==> config.mk <==
export PLATFORM = sky130hd
export DESIGN_NAME = branch_redirect_controller
export DESIGN_NICKNAME = d
export VERILOG_FILES = /design/src/rtl/branch_redirect_controller.sv
export SDC_FILE = /design/constraint.sdc
export NUM_CORES = 1
export LEC_CHECK = 0
export CAP_MARGIN = 5
export CORE_MARGIN = 2
export CORE_UTILIZATION = 37
export DETAILED_ROUTE_END_ITERATION = 7
export GPL_TIMING_DRIVEN = 0
export PLACE_DENSITY = 0.77
export SYNTH_ARGS = -nofsm -noshare
export SYNTH_HDL_FRONTEND = slang
export SYNTH_SLANG_ARGS = --single-unit
==> constraint.sdc <==
create_clock -name clk -period 2 [get_ports clk]
set_input_delay 0.4 -clock clk [delete_from_list [all_inputs] [get_ports clk]]
set_output_delay 0.4 -clock clk [all_outputs]
set_load 0.01 [all_outputs]
==> src/rtl/branch_redirect_controller.sv <==
// Branch misprediction recovery sequencer: capture -> single redirect with IF/ID flush -> squash window.
// Optional statistics counters are enabled by defining BRANCH_STATS_EN.
module branch_redirect_controller #(
  parameter int OFFSET_W      = 17,
  parameter int SQUASH_CYCLES = 2,
  parameter int CNT_W         = 16
) (
  input  logic                clk,
  input  logic                rst_n,
  input  logic                stall,
  input  logic                halted,
  input  logic                ex_valid,
  input  logic                ex_is_branch,
  input  logic                ex_is_jal,
  input  logic                ex_mispredict,
  input  logic [OFFSET_W-1:0] ex_recover_offset,
  output logic                redirect_valid,
  output logic [OFFSET_W-1:0] redirect_offset,
  output logic                flush_if,
  output logic                flush_id,
  output logic                busy,
  output logic [CNT_W-1:0]    branch_count,
  output logic [CNT_W-1:0]    mispredict_count
);

  typedef enum logic [1:0] {IDLE, REDIRECT, SQUASH} state_t;

  localparam logic [3:0] SQ_LOAD = 4'(SQUASH_CYCLES - 1);

  state_t              state_q, state_d;
  logic [OFFSET_W-1:0] offset_q, offset_d;
  logic [3:0]          sq_cnt_q, sq_cnt_d;
  logic                resolve;
  logic                capture;
  logic                advance;

  assign resolve = ex_valid & (ex_is_branch | ex_is_jal);
  assign capture = resolve & ex_mispredict & ~halted;
  assign advance = ~stall & ~halted;

  // Capture is allowed under stall because EX contents are held stable.
  always_comb begin
    state_d  = state_q;
    offset_d = offset_q;
    sq_cnt_d = sq_cnt_q;
    case (state_q)
      IDLE: begin
        if (capture) begin
          offset_d = ex_recover_offset;
          state_d  = REDIRECT;
        end
      end
      REDIRECT: begin
        if (advance) begin
          state_d  = SQUASH;
          sq_cnt_d = SQ_LOAD;
        end
      end
      SQUASH: begin
        if (advance) begin
          if (sq_cnt_q == 4'd0) begin
            state_d = IDLE;
          end else begin
            sq_cnt_d = sq_cnt_q - 4'd1;
          end
        end
      end
      default: state_d = IDLE;
    endcase
  end

  always_ff @(posedge clk or negedge rst_n) begin
    if (!rst_n) begin
      state_q  <= IDLE;
      offset_q <= '0;
      sq_cnt_q <= '0;
    end else begin
      state_q  <= state_d;
      offset_q <= offset_d;
      sq_cnt_q <= sq_cnt_d;
    end
  end

  assign redirect_valid  = (state_q == REDIRECT);
  assign flush_if        = (state_q == REDIRECT);
  assign flush_id        = (state_q == REDIRECT);
  assign redirect_offset = offset_q;
  assign busy            = (state_q != IDLE);

`ifdef BRANCH_STATS_EN
  logic             br_inc;
  logic             mp_inc;
  logic [CNT_W-1:0] br_cnt_q;
  logic [CNT_W-1:0] mp_cnt_q;

  assign br_inc = (state_q == IDLE) & resolve & advance;
  assign mp_inc = (state_q == IDLE) & capture & ~stall;

  // Both counters stick at all-ones rather than wrapping.
  always_ff @(posedge clk or negedge rst_n) begin
    if (!rst_n) begin
      br_cnt_q <= '0;
      mp_cnt_q <= '0;
    end else begin
      if (br_inc && (br_cnt_q != '1)) br_cnt_q <= br_cnt_q + 1'b1;
      if (mp_inc && (mp_cnt_q != '1)) mp_cnt_q <= mp_cnt_q + 1'b1;
    end
  end

  assign branch_count     = br_cnt_q;
  assign mispredict_count = mp_cnt_q;
`else
  assign branch_count     = '0;
  assign mispredict_count = '0;
`endif

endmodule
==> After elaboration in Yosys (flattened, before gate mapping) <==
Index checks and enable logic that the tools add are counted.
{ "word_totals": {"ff_bits": 23, "input_bits": 25, "out_inout_bits": 53, "elab_cells": 34} }
{ "classes": {"n_addsub": 1, "n_eq_ne": 7, "muxes": 9, "bitwise_logic": 7, "reduce_logical": 7} }
{ "ops": {"columns": ["cell", "n"], "rows": [
  ["two-way mux 4 bit", 3],
  ["two-way mux 2 bit", 4],
  ["inequality test 2 bit (second input constant)", 4],
  ["case mux 4 bit (2 select lines)", 1],
  ["AND reduction 4 bit", 2],
  ["case mux 2 bit (3 select lines)", 1],
  ["bitwise AND 1 bit", 4],
  ["zero test 4 bit", 1],
  ["nonzero test 2 bit", 2],
  ["subtractor 4 x 1 -> 4 bit (second input constant)", 1],
  ["equality test 2 x 1 -> 1 bit (second input constant)", 1],
  ["equality test 2 bit (second input constant)", 1],
  ["zero test 2 bit", 1],
  ["inequality test 2 x 1 -> 1 bit (second input constant)", 1],
  ["inverter 1 bit", 2],
  ["AND reduction 2 bit", 1],
  ["OR 1 bit", 1]
]} }

==> Logic depth before layout (Yosys ltp) <==
{ "depth": {"word_depth": 6, "mapped_depth": 5, "mapped_depth_nobuf": 5} }

==> Worst setup path before layout <==
No wires, ideal clock.
{ "synth_timing": {"kind": "reg2reg", "start": "reg state_q[0]", "end": "reg offset_q[10], in the netlist redirect_offset[10]", "setup_time_ps": 125, "arrival_ps": 1704, "t_required_ps": 1875, "path_slack_ps": 171, "stages_incl_launch_ff": 5, "path_buffers": 1, "period_less_slack_ps": 1829, "cell_sequence": "dfrtp_1 or2_4 nor4_4 buf_6 mux2_2"} }
{ "synth_between": {"elab_chain_cells": 2} }
{ "synth_lines": {"columns": ["element", "line", "source"], "rows": [
  ["from (decl)", "30", "state_t state_q, state_d;"],
  ["from (signal assigned)", "78", "state_q <= state_d;"],
  ["zero test 2 bit", "46", "case (state_q)"],
  ["AND reduction 2 bit (no source line)", null, null],
  ["to (signal assigned)", "79", "offset_q <= offset_d;"],
  ["to (decl)", "31", "logic [OFFSET_W-1:0] offset_q, offset_d;"]
]} }
Every way passes these cells.
A chain may end at the register's enable or synchronous reset.

==> Worst setup path after layout <==
{ "layout_timing": {"start": "reg state_q[0]", "end": "out busy"} }
{ "layout_between": {"elab_chain_cells": 1} }
{ "layout_lines": {"columns": ["element", "line", "source"], "rows": [
  ["nonzero test 2 bit", "88", "assign busy = (state_q != IDLE);"],
  ["to (decl)", "21", "output logic busy,"]
]} }
Every way passes these cells.

==> impl_metrics.xml <==
<?xml version="1.0" encoding="UTF-8"?>
<metrics>
  <group name="drt">
    <metric name="routedWlPerCell" unit="µm">10.5</metric>
    <metric name="drt_iter0_drc" unit="">13</metric>
    <metric name="totalWireLength" unit="µm">2540</metric>
    <metric name="drc_errors" unit="">0</metric>
    <metric name="via_count" unit="">998</metric>
    <metric name="detail_routed_via_count_per_cell" unit="">4.11</metric>
    <metric name="route.antenna.remaining_nets" unit="">0</metric>
    <metric name="detailedRoute.firstPassIterationCount" unit="">4</metric>
  </group>
  <group name="placed_design">
    <metric name="io_buffers" unit="">45</metric>
    <metric name="place.detailed.hpwl" unit="µm">2050</metric>
    <metric name="pre_cts_worst_setup_slack" unit="ns">-0.312</metric>
    <metric name="finalWeightedCongestion" unit="">0.767</metric>
  </group>
  <group name="pwr">
    <metric name="p_leak" unit="nW">1.03</metric>
    <metric name="power.density" unit="mW/mm²">727</metric>
    <metric name="power.ir.vdd_worst" unit="µV">615</metric>
  </group>
  <group name="sta">
    <metric name="postLayoutSetupSlackWorst" unit="ns">0.183</metric>
    <metric name="timing.clock.skew" unit="ns">0.00248</metric>
    <metric name="slew_headroom" unit="">0.338</metric>
    <metric name="unrepaired_setup_endpoints_after_global_routing" unit="">false</metric>
    <metric name="slew_viol_final" unit="">0</metric>
    <metric name="fin_tns_setup" unit="ns">0</metric>
    <metric name="period_needed" unit="ns">1.82</metric>
    <metric name="timing.final.setup_violations" unit="">0</metric>
    <metric name="report.final.hold_viol_count" unit="">0</metric>
    <metric name="least_margin_pin_slew" unit="ns">0.990</metric>
    <metric name="fin_crit_sh" unit="">0.908</metric>
    <metric name="fmaxAchievable" unit="MHz">550</metric>
  </group>
  <group name="global_route">
    <metric name="grt_first_pass_wirelength" unit="µm">4280</metric>
    <metric name="initial_antenna_violation_count" unit="">0</metric>
    <metric name="grt_start_max_net_pins" unit="">24</metric>
    <metric name="number_of_global_route_vias_before_repair" unit="">995</metric>
    <metric name="grt_usage" unit="">0.133</metric>
    <metric name="overflow" unit="">0</metric>
  </group>
  <group name="synthesis">
    <metric name="proportion_of_synthesized_chip_area_in_sequential_cells" unit="">0.446</metric>
    <metric name="ys_types" unit="">30</metric>
    <metric name="netlist_area" unit="mm²">0.00129</metric>
    <metric name="synthesis.area_per_instance" unit="µm²">11.5</metric>
    <metric name="synth-edff-count" unit="">0</metric>
    <metric name="synth_async_sr_flop_share" unit="">1.00</metric>
    <metric name="postSynth.topFlopCell" unit="">sky130_fd_sc_hd__dfrtp_1</metric>
    <metric name="synth.ff_latch_count" unit="">23</metric>
    <metric name="yosysWarnings" unit="">0</metric>
    <metric name="synthCells" unit="">112</metric>
  </group>
  <group name="finish">
    <metric name="diodes_inserted" unit="">0</metric>
    <metric name="final_nets" unit="">225</metric>
    <metric name="syn_to_final_growth" unit="%">53.4</metric>
    <metric name="layout_common_cells" unit="">sky130_fd_sc_hd__clkdlybuf4s50_1 (41), sky130_fd_sc_hd__buf_4 (39), sky130_fd_sc_hd__conb_1 (32)</metric>
    <metric name="final_layout_size_suffix_gt1_frac" unit="">0.360</metric>
    <metric name="layout.cells.most_common" unit="">sky130_fd_sc_hd__clkdlybuf4s50_1</metric>
  </group>
  <group name="die">
    <metric name="chipWidth" unit="µm">63.1</metric>
    <metric name="floorplan.die.height" unit="µm">63.1</metric>
    <metric name="top_level_ports" unit="">78</metric>
    <metric name="die_area" unit="mm²">0.00398</metric>
    <metric name="start_util" unit="">0.387</metric>
    <metric name="core_region_area" unit="mm²">0.00334</metric>
    <metric name="row_count" unit="">21</metric>
  </group>
  <group name="clock_tree">
    <metric name="tritoncts.num_buffers" unit="">3</metric>
    <metric name="clockBufferDepth" unit="">2</metric>
    <metric name="htreeDepth" unit="">1</metric>
    <metric name="worstSkewPairLatency" unit="ns">0.30</metric>
    <metric name="clk_pin_slew_worst_paths" unit="ns">0.12</metric>
    <metric name="cts_tree" unit="">built</metric>
    <metric name="cts.root.buffer_cell" unit="">sky130_fd_sc_hd__clkbuf_4</metric>
    <metric name="clock-sinks" unit="">23</metric>
  </group>
  <group name="worst_setup_path">
    <metric name="arrival" unit="ns">1.42</metric>
    <metric name="worst_setup_path_end_kind" unit="">output port</metric>
    <metric name="worstSetupStartpointType" unit="">flop</metric>
    <metric name="critPathKind" unit="">reg -&gt; out</metric>
    <metric name="crit_fanout" unit="">6</metric>
    <metric name="critPathRequiredTime" unit="ns">1.60</metric>
  </group>
  <group name="status">
    <metric name="outcome" unit="">complete, no violations</metric>
  </group>
  <group name="run">
    <metric name="max_capacitance_violation_total" unit="">0</metric>
  </group>
  <group name="min_path">
    <metric name="worstHoldPathType" unit="">reg -&gt; reg</metric>
  </group>
</metrics>
==> stage by stage <==
stage                     hold slack (ns)  std cells  instance area [µm²]  utilization  total power, mW
final                               0.521        243                 1980        0.594             1.44
after global routing                0.543        243                 1980        0.594             1.54
after CTS                           0.527        243                 1980        0.593             1.46
after detailed placement            0.494        234                 1920        0.574             1.24
after global placement              0.490        234                 1920        0.574             1.21
after floorplan                     0.104        143                 1410            -            0.978
==> final timing paths <==
check	start	endpoint	slack (ns)	depth (start not counted)
worst max-delay path	state_q[0]	busy	0.18	3
worst min register to register	redirect_offset[1]	redirect_offset[1]	0.52	1
min in group asynchronous	rst_n	redirect_offset[13]	0.63	1
worst min-delay path	redirect_offset[1]	redirect_offset[1]	0.52	1
max in group asynchronous	rst_n	state_q[0]	0.71	1
worst max register to register	state_q[0]	redirect_offset[0]	0.19	5
==> power by group <==
| part | total (mW) | switching (mW) | internal (mW) |
|---|---|---|---|
| Sequential | 0.653 | 0.0772 | 0.576 |
| Clock | 0.204 | 0.129 | 0.0745 |
| Combinational | 0.584 | 0.235 | 0.349 |
==> cells in the mapped netlist (2+ instances only) <==
cell type	n	area [µm²]
sky130_fd_sc_hd__buf_4	34	255
sky130_fd_sc_hd__dfrtp_1	23	576
sky130_fd_sc_hd__mux2_2	17	191
sky130_fd_sc_hd__nand2_1	4	15.0
sky130_fd_sc_hd__nor3_1	4	20.0
sky130_fd_sc_hd__inv_1	3	11.3
sky130_fd_sc_hd__ha_1	2	25.0
sky130_fd_sc_hd__nor2_1	2	7.51
sky130_fd_sc_hd__o21ai_0	2	10.0
==> kinds of logic after synthesis <==
family	share of synthesized area
buffers and inverters	0.215
other	0.00290
multiplexers	0.148
adder cells (fa/ha/maj)	0.0194
AND/OR/NAND/NOR	0.110
AO/OA/AOI/OAI	0.0591
flip-flops	0.446
==> cell type report <==
| cell class | instances | area [µm²] |
|---|---|---|
| Fill cell | 277 | 1360 |
| Sequential cell | 23 | 577 |
| Multi-Input combinational cell | 82 | 554 |
| Timing Repair Buffer | 50 | 487 |
| Buffer | 35 | 267 |
| Tap cell | 46 | 57.6 |
| Clock buffer | 3 | 22.5 |
| Inverter | 3 | 11.3 |
| Clock inverter | 1 | 5.00 |
==> registers in the layout, summed over array words and instances (netlist names) <==
name             cells
redirect_offset     17
sq_cnt_q             4
state_q              2
==> what timing repair did <==
item	4_1_cts	5_1_grt
endpoints found under the setup margin	12	1
buffers inserted	5	0
pin swaps	1	0
hold buffers	0	0
resized for setup	5	1
gates cloned	0	0
==> worst max-delay path: stages (launching register included) <==
cell and delay, ns:
sky130_fd_sc_hd__dfrtp_2 0.42, sky130_fd_sc_hd__buf_4 0.15, sky130_fd_sc_hd__or2_4 0.26, sky130_fd_sc_hd__dlygate4sd2_1 0.28
==> routing by layer <==
metal  GRT usage  vias up  wire length [µm]
met5           0        -                 0
met4      0.0500        0                14
met3      0.0446        2               321
met2       0.242       59              1280
met1       0.141      449               927
li1            -      488                 -
Power figures use the tool's default switching activity.
